[src/rtl/parc_core_reorder_buffer_if.sv]
// Issue, writeback, commit and bypass signal bundle of the PARC reorder buffer.
// The ROB takes the slave modport; issue/writeback/commit consumers take master.
interface parc_core_reorder_buffer_if;
  // Alloc handshake: a slot is granted at the posedge where val && rdy are both 1.
  // rdy never depends on val; val may be held or dropped freely while rdy is 0.
  logic        rob_alloc_req_val;
  logic        rob_alloc_req_rdy;
  logic [4:0]  rob_alloc_req_preg;
  logic [3:0]  rob_alloc_resp_slot;

  logic        rob_fill_val;
  logic [3:0]  rob_fill_slot;
  logic [31:0] rob_fill_data;

  logic        rob_commit_wen;
  logic [3:0]  rob_commit_slot;
  logic [4:0]  rob_commit_rf_waddr;
  logic [31:0] rob_commit_rf_wdata;

  logic [3:0]  rob_src0_byp_slot;
  logic [3:0]  rob_src1_byp_slot;
  logic [31:0] rob_src0_byp_data;
  logic [31:0] rob_src1_byp_data;

  modport master (
    output rob_alloc_req_val, rob_alloc_req_preg,
    output rob_fill_val, rob_fill_slot, rob_fill_data,
    output rob_src0_byp_slot, rob_src1_byp_slot,
    input  rob_alloc_req_rdy, rob_alloc_resp_slot,
    input  rob_commit_wen, rob_commit_slot, rob_commit_rf_waddr, rob_commit_rf_wdata,
    input  rob_src0_byp_data, rob_src1_byp_data
  );

  modport slave (
    input  rob_alloc_req_val, rob_alloc_req_preg,
    input  rob_fill_val, rob_fill_slot, rob_fill_data,
    input  rob_src0_byp_slot, rob_src1_byp_slot,
    output rob_alloc_req_rdy, rob_alloc_resp_slot,
    output rob_commit_wen, rob_commit_slot, rob_commit_rf_waddr, rob_commit_rf_wdata,
    output rob_src0_byp_data, rob_src1_byp_data
  );
endinterface

[src/rtl/parc_core_reorder_buffer.sv]
// 16-entry in-order reorder buffer: allocate at tail, fill out of order,
// commit from head in program order, plus two bypass read ports.
module parc_core_reorder_buffer (
  input  logic                        clk,
  input  logic                        reset,
  parc_core_reorder_buffer_if.slave   rob
);

  logic [15:0] r_valid;
  logic [15:0] r_ready;
  logic [4:0]  r_preg [16];
  logic [31:0] r_data [16];
  logic [3:0]  r_head;
  logic [3:0]  r_tail;
  logic [4:0]  r_count;

  logic w_alloc_rdy;
  logic w_alloc;
  logic w_fill;
  logic w_commit;

  // rdy looks only at the registered count, so a full ROB refuses alloc even
  // in a cycle where the head retires.
  assign w_alloc_rdy = reset && (r_count != 5'd16);
  assign w_alloc     = rob.rob_alloc_req_val && w_alloc_rdy;
  assign w_fill      = rob.rob_fill_val && r_valid[rob.rob_fill_slot] &&
                       !(w_alloc && (rob.rob_fill_slot == r_tail));
  assign w_commit    = r_valid[r_head] && r_ready[r_head];

  assign rob.rob_alloc_req_rdy   = w_alloc_rdy;
  assign rob.rob_alloc_resp_slot = r_tail;

  assign rob.rob_commit_wen      = w_commit;
  assign rob.rob_commit_slot     = r_head;
  assign rob.rob_commit_rf_waddr = r_preg[r_head];
  assign rob.rob_commit_rf_wdata = r_data[r_head];

  assign rob.rob_src0_byp_data   = r_data[rob.rob_src0_byp_slot];
  assign rob.rob_src1_byp_data   = r_data[rob.rob_src1_byp_slot];

  // Statement order gives priority: commit clears after fill, alloc overrides both.
  always_ff @(posedge clk or negedge reset) begin
    if (!reset) begin
      r_valid <= '0;
      r_ready <= '0;
      r_head  <= '0;
      r_tail  <= '0;
      r_count <= '0;
      for (int i = 0; i < 16; i++) begin
        r_preg[i] <= '0;
        r_data[i] <= '0;
      end
    end else begin
      if (w_fill) begin
        r_ready[rob.rob_fill_slot] <= 1'b1;
        r_data[rob.rob_fill_slot]  <= rob.rob_fill_data;
      end
      if (w_commit) begin
        r_valid[r_head] <= 1'b0;
        r_ready[r_head] <= 1'b0;
        r_head          <= r_head + 4'd1;
      end
      if (w_alloc) begin
        r_valid[r_tail] <= 1'b1;
        r_ready[r_tail] <= 1'b0;
        r_preg[r_tail]  <= rob.rob_alloc_req_preg;
        r_tail          <= r_tail + 4'd1;
      end
      case ({w_alloc, w_commit})
        2'b10:   r_count <= r_count + 5'd1;
        2'b01:   r_count <= r_count - 5'd1;
        default: r_count <= r_count;
      endcase
    end
  end

endmodule

[src/flat_wrapper.sv]
// flat-port wrapper written by rule: the top's interface ports become plain ports
module parc_core_reorder_buffer_flat 
  (clk, reset, rob_rob_alloc_req_val, rob_rob_alloc_req_preg, rob_rob_fill_val, rob_rob_fill_slot, rob_rob_fill_data, rob_rob_src0_byp_slot, rob_rob_src1_byp_slot, rob_rob_alloc_req_rdy, rob_rob_alloc_resp_slot, rob_rob_commit_wen, rob_rob_commit_slot, rob_rob_commit_rf_waddr, rob_rob_commit_rf_wdata, rob_rob_src0_byp_data, rob_rob_src1_byp_data);
  parc_core_reorder_buffer_if rob_i ();
  input  logic clk;
  input  logic reset;
  input wire logic [$bits(rob_i.rob_alloc_req_val)-1:0] rob_rob_alloc_req_val;
  input wire logic [$bits(rob_i.rob_alloc_req_preg)-1:0] rob_rob_alloc_req_preg;
  input wire logic [$bits(rob_i.rob_fill_val)-1:0] rob_rob_fill_val;
  input wire logic [$bits(rob_i.rob_fill_slot)-1:0] rob_rob_fill_slot;
  input wire logic [$bits(rob_i.rob_fill_data)-1:0] rob_rob_fill_data;
  input wire logic [$bits(rob_i.rob_src0_byp_slot)-1:0] rob_rob_src0_byp_slot;
  input wire logic [$bits(rob_i.rob_src1_byp_slot)-1:0] rob_rob_src1_byp_slot;
  output wire logic [$bits(rob_i.rob_alloc_req_rdy)-1:0] rob_rob_alloc_req_rdy;
  output wire logic [$bits(rob_i.rob_alloc_resp_slot)-1:0] rob_rob_alloc_resp_slot;
  output wire logic [$bits(rob_i.rob_commit_wen)-1:0] rob_rob_commit_wen;
  output wire logic [$bits(rob_i.rob_commit_slot)-1:0] rob_rob_commit_slot;
  output wire logic [$bits(rob_i.rob_commit_rf_waddr)-1:0] rob_rob_commit_rf_waddr;
  output wire logic [$bits(rob_i.rob_commit_rf_wdata)-1:0] rob_rob_commit_rf_wdata;
  output wire logic [$bits(rob_i.rob_src0_byp_data)-1:0] rob_rob_src0_byp_data;
  output wire logic [$bits(rob_i.rob_src1_byp_data)-1:0] rob_rob_src1_byp_data;
  assign rob_i.rob_alloc_req_val = rob_rob_alloc_req_val;
  assign rob_i.rob_alloc_req_preg = rob_rob_alloc_req_preg;
  assign rob_i.rob_fill_val = rob_rob_fill_val;
  assign rob_i.rob_fill_slot = rob_rob_fill_slot;
  assign rob_i.rob_fill_data = rob_rob_fill_data;
  assign rob_i.rob_src0_byp_slot = rob_rob_src0_byp_slot;
  assign rob_i.rob_src1_byp_slot = rob_rob_src1_byp_slot;
  assign rob_rob_alloc_req_rdy = rob_i.rob_alloc_req_rdy;
  assign rob_rob_alloc_resp_slot = rob_i.rob_alloc_resp_slot;
  assign rob_rob_commit_wen = rob_i.rob_commit_wen;
  assign rob_rob_commit_slot = rob_i.rob_commit_slot;
  assign rob_rob_commit_rf_waddr = rob_i.rob_commit_rf_waddr;
  assign rob_rob_commit_rf_wdata = rob_i.rob_commit_rf_wdata;
  assign rob_rob_src0_byp_data = rob_i.rob_src0_byp_data;
  assign rob_rob_src1_byp_data = rob_i.rob_src1_byp_data;
  parc_core_reorder_buffer u_core (.clk(clk), .reset(reset), .rob(rob_i));
endmodule
[config.mk]
export PLATFORM = sky130hd
export DESIGN_NAME = parc_core_reorder_buffer_flat
export DESIGN_NICKNAME = d
export VERILOG_FILES = /design/src/rtl/parc_core_reorder_buffer_if.sv /design/src/rtl/parc_core_reorder_buffer.sv /design/src/flat_wrapper.sv
export SDC_FILE = /design/constraint.sdc
export NUM_CORES = 1
export LEC_CHECK = 0
export CORE_AREA = 10 10 373 375
export CTS_BUF_LIST = sky130_fd_sc_hd__clkbuf_4
export CTS_CLUSTER_DIAMETER = 150
export DETAILED_ROUTE_END_ITERATION = 10
export DIE_AREA = 0 0 383 385
export GPL_ROUTABILITY_DRIVEN = 0
export HOLD_SLACK_MARGIN = 0.05
export SYNTH_ARGS = -nofsm -noshare
export SYNTH_HDL_FRONTEND = slang
export SYNTH_SLANG_ARGS = --single-unit
[constraint.sdc]
create_clock -name clk -period 11.5 [get_ports clk]
set_clock_uncertainty 0.15 [all_clocks]
set_input_delay 2.3 -clock clk [delete_from_list [all_inputs] [get_ports clk]]
set_output_delay 2.3 -clock clk [all_outputs]
set_load 0.02 [all_outputs]
==> impl_metrics.py <==
metrics = {
    "yosys": {
        "yosysSeqAreaShare_pct": 43.5,
        "postSynthNetCount": 2230,
        "synth_cells": 2165,
        "yosysWarnings": 0,
        "synth_area_per_cell_sq_um": 16.9,
        "syn-cell-area_sq_um": 36600,
        "ys_ff_latch": 637,
        "synth_cell_type_count": 53,
    },
    "critical_path": {
        "crit_type": "input port to output port",
        "worstPathRequired_ns": 9.05,
        "max_stage_delay_ns": 0.66,
        "regToRegSetupSlack_ns": 5.99,
        "end_kind": "output port",
        "cp_common_cell": "mux4_2",
        "worstPathCellList": "clkbuf_8, buf_12, mux4_2, mux4_2, clkdlybuf4s50_1",
        "slowest_stage": "clkbuf_8",
        "startpoint_type": "input port",
        "arrival_ns": 5.43,
        "rr_worst_depth": 14,
        "reg2reg_from": "u_core.rob.rob_commit_slot[1]$_DFFE_PN0N_",
        "reg2reg_to": "u_core.r_count[4]$_DFFE_PN0P_",
        "crit_fanout": 66,
    },
    "clocking": {
        "clockBufferDepth": 3,
        "cts-resized-gates": 0,
        "holdBufCountCts": 0,
        "root_buffer": "clkbuf_4",
        "cts_buffers": 169,
        "clk_latency_ns": 1.14,
        "post_cts_buffers": 0,
        "cts_tree": "built",
        "clkTransAtPathRegs_ns": 0.06,
        "cts_max_level": 4,
        "cts_sinks": 637,
    },
    "finish": {
        "fillCellCount": 12800,
        "layout-drive-gt1-share_pct": 59.5,
        "fin_nets": 2387,
        "syn_to_final_growth_pct": 14.8,
        "stdcell_area_sq_um": 42000,
    },
    "min_path": {
        "worst_hold_path.num_cells": 1,
        "worstHoldPathType": "flop to flop",
        "worstHoldStart": "u_core.r_preg[25]$_DFFE_PN0P_",
        "worst_hold_path.endpoint": "u_core.r_preg[25]$_DFFE_PN0P_",
    },
    "power": {
        "powerDensity_nw_per_um2": 242,
        "p_sw_share_pct": 35.6,
        "p_int_uw": 6560,
        "total_power_uw": 10200,
        "p_leak_uw": 0.0175,
        "power_frac_seq_pct": 38.3,
        "ir_drop_mv": 0.246,
        "p_clk_share_pct": 19.4,
        "comb_power_share_pct": 42.2,
        "power_switching_uw": 3630,
    },
    "timing": {
        "fmax_ghz": 0.127,
        "relSlewSlack_pct": 17.5,
        "slew_violations": 0,
        "worst_pin_slew_ns": 1.23,
        "hold_violations": 0,
        "setup_ws_ns": 3.62,
        "finalCriticalPeriod_ns": 7.88,
        "rsz0062_at_grt": "no",
        "fin_crit_sh_pct": 68.5,
        "tns_ns": 0,
        "setup_violations": 0,
    },
    "die": {
        "num_rows": 133,
        "core_area_sq_um": 131000,
        "die-height_microns": 385,
        "ioPinCount": 164,
        "initial_core_util_pct": 27.9,
        "dieArea_sq_um": 147000,
        "die_x_microns": 383,
    },
    "grt": {
        "grt.overflow.total": 0,
        "antenna_found_initial": 7,
        "grt_max_degree": 106,
        "grt_first_pass_wirelength_microns": 171000,
        "grtUsageTotal_pct": 15.7,
        "grt_pass1_vias": 25100,
    },
    "placed_design": {
        "dp_hpwl_microns": 68300,
        "io_buffers": 163,
        "pre_cts_ws_ns": 3.59,
        "placed_cell_area_sq_um": 40000,
    },
    "drt": {
        "ant_nets": 0,
        "drc": 0,
        "dr.pass1.iters": 4,
        "avgRoutedWirePerCell_microns": 27.6,
        "finalWirelength_microns": 116000,
        "drt-vias-per-instance": 5.47,
        "drtIter0Drc": 1947,
        "vias": 23000,
    },
    "job": {
        "drv_cap": 0,
    },
    "status": {
        "status": "completed",
    },
}
## placed cells by master (no fill, tap or decap), types with 17 or more instances in the layout
cell type          n
nand3_1           17
nand2_1           19
clkinv_1          34
buf_4             44
clkbuf_4         234
clkdlybuf4s50_1  154
mux2_2           589
nor2_1            19
mux4_2           516
a21o_1            17
dfrtp_1          633
## state kept, by name (all words and copies together) (netlist names)
signal,flops
u_core.r_preg,80
u_core.r_valid,16
u_core.r_ready,16
u_core.rob.rob_alloc_resp_slot,4
u_core.rob.rob_commit_slot,4
u_core.r_count,5
u_core.r_data,512
## power groups by stage
| stage | logic (uW) | registers, uW | clock network, uW |
|---|---|---|---|
| finish | 4310 | 3910 | 1980 |
| global route | 4580 | 4020 | 2180 |
| CTS | 4390 | 3890 | 2060 |
| detailed placement | 4380 | 3920 | 0 |
| global placement | 4300 | 3820 | 0 |
| floorplan | 3190 | 3540 | 0 |
## worst max-delay path: cells and delay by family
kind,cells,cell delay (ns)
buf+inv,3,1.74
mux,2,1.14
## Yosys cell counts (all sizes together)
cell type  count  area [sq um]
ha            12           150
nor2          22          90.1
o21a           1          7.51
nand2         20          77.6
nand3         21           125
dfrtp        637         15900
o221a          3          33.8
o22a           1          8.76
a21oi         12          78.8
nor4           4          52.6
nor3b          3          22.5
a311oi         3          26.3
a21o          17           128
inv           16          60.1
o22ai          1          6.26
o2bb2ai        1          8.76
nor3           5          51.3
a2111oi        2          23.8
mux2         595          6700
o21bai         1          11.3
a21boi         1          7.51
mux2i          3          30.0
mux4         516         11600
a221oi         8          70.1
nand2b         4          25.0
xor2           8          70.1
and3           1          6.26
and3b          2          17.5
buf          111           529
and2           1          6.26
o21ai          3          15.0
nand4          5          91.3
clkbuf       111           418
xnor2          7          61.3
a211oi         1          20.0
a22oi          1          7.51
nor2b          5          31.3
## routing by layer
layer	routed length (microns)	vias to the layer above	GRT usage (%)
li1	-	9166	-
met1	46900	12600	19.7
met2	57300	962	25.8
met3	8080	218	3.78
met4	3800	2	6.34
met5	8	-	0
## layout make-up
| class | instances | area (sq um) | share of cell area, % |
|---|---|---|---|
| inverters | 16 | 60.1 | 0.143 |
| clock inverters | 53 | 280 | 0.667 |
| diodes | 8 | 20.0 | 0.0476 |
| repair buffers | 208 | 2010 | 4.77 |
| flip-flops and latches | 637 | 16000 | 37.9 |
| well taps | 1755 | 2200 | 5.22 |
| multi-input cells | 1290 | 19800 | 47.0 |
| clock buffers | 234 | 1760 | 4.18 |
## how the worst max path moves through the flow
stage               cells after the start  slack (ns)                      from                   endpoint
floorplan                               4        4.84  rob_rob_src0_byp_slot[0]  rob_rob_src0_byp_data[11]
global placement                        5        3.56  rob_rob_src1_byp_slot[0]  rob_rob_src1_byp_data[12]
detailed placement                      5        3.59  rob_rob_src1_byp_slot[0]  rob_rob_src1_byp_data[12]
CTS                                     5        3.59  rob_rob_src1_byp_slot[0]  rob_rob_src1_byp_data[17]
global route                            5        3.44  rob_rob_src1_byp_slot[0]  rob_rob_src1_byp_data[22]
finish                                  5        3.62  rob_rob_src1_byp_slot[0]  rob_rob_src1_byp_data[22]
## stage by stage
stage          hold slack [ns]  cells  utilization, %
2_1_floorplan            0.311   2165               -
3_3_place_gp             0.324   3906            30.5
3_5_place_dp             0.337   3906            30.5
4_1_cts                  0.353   4193            32.0
5_1_grt                  0.371   4200            32.1
6_report                 0.352   4201            32.1
## cell families (layout without fill, tap and decap cells)
family | after synthesis | after routing | share of synthesized area (%)
and+or+nand+nor | 93 | 93 | 1.63
buffers and inverters | 238 | 511 | 2.75
DFF | 637 | 637 | 43.5
xor gates and xnor gates | 15 | 15 | 0.359
other | 0 | 8 | 0
adders and majority gates | 12 | 12 | 0.410
AOI/OAI and AO/OA | 56 | 56 | 1.24
muxes | 1114 | 1114 | 50.1
Power figures use the tool's default switching activity.
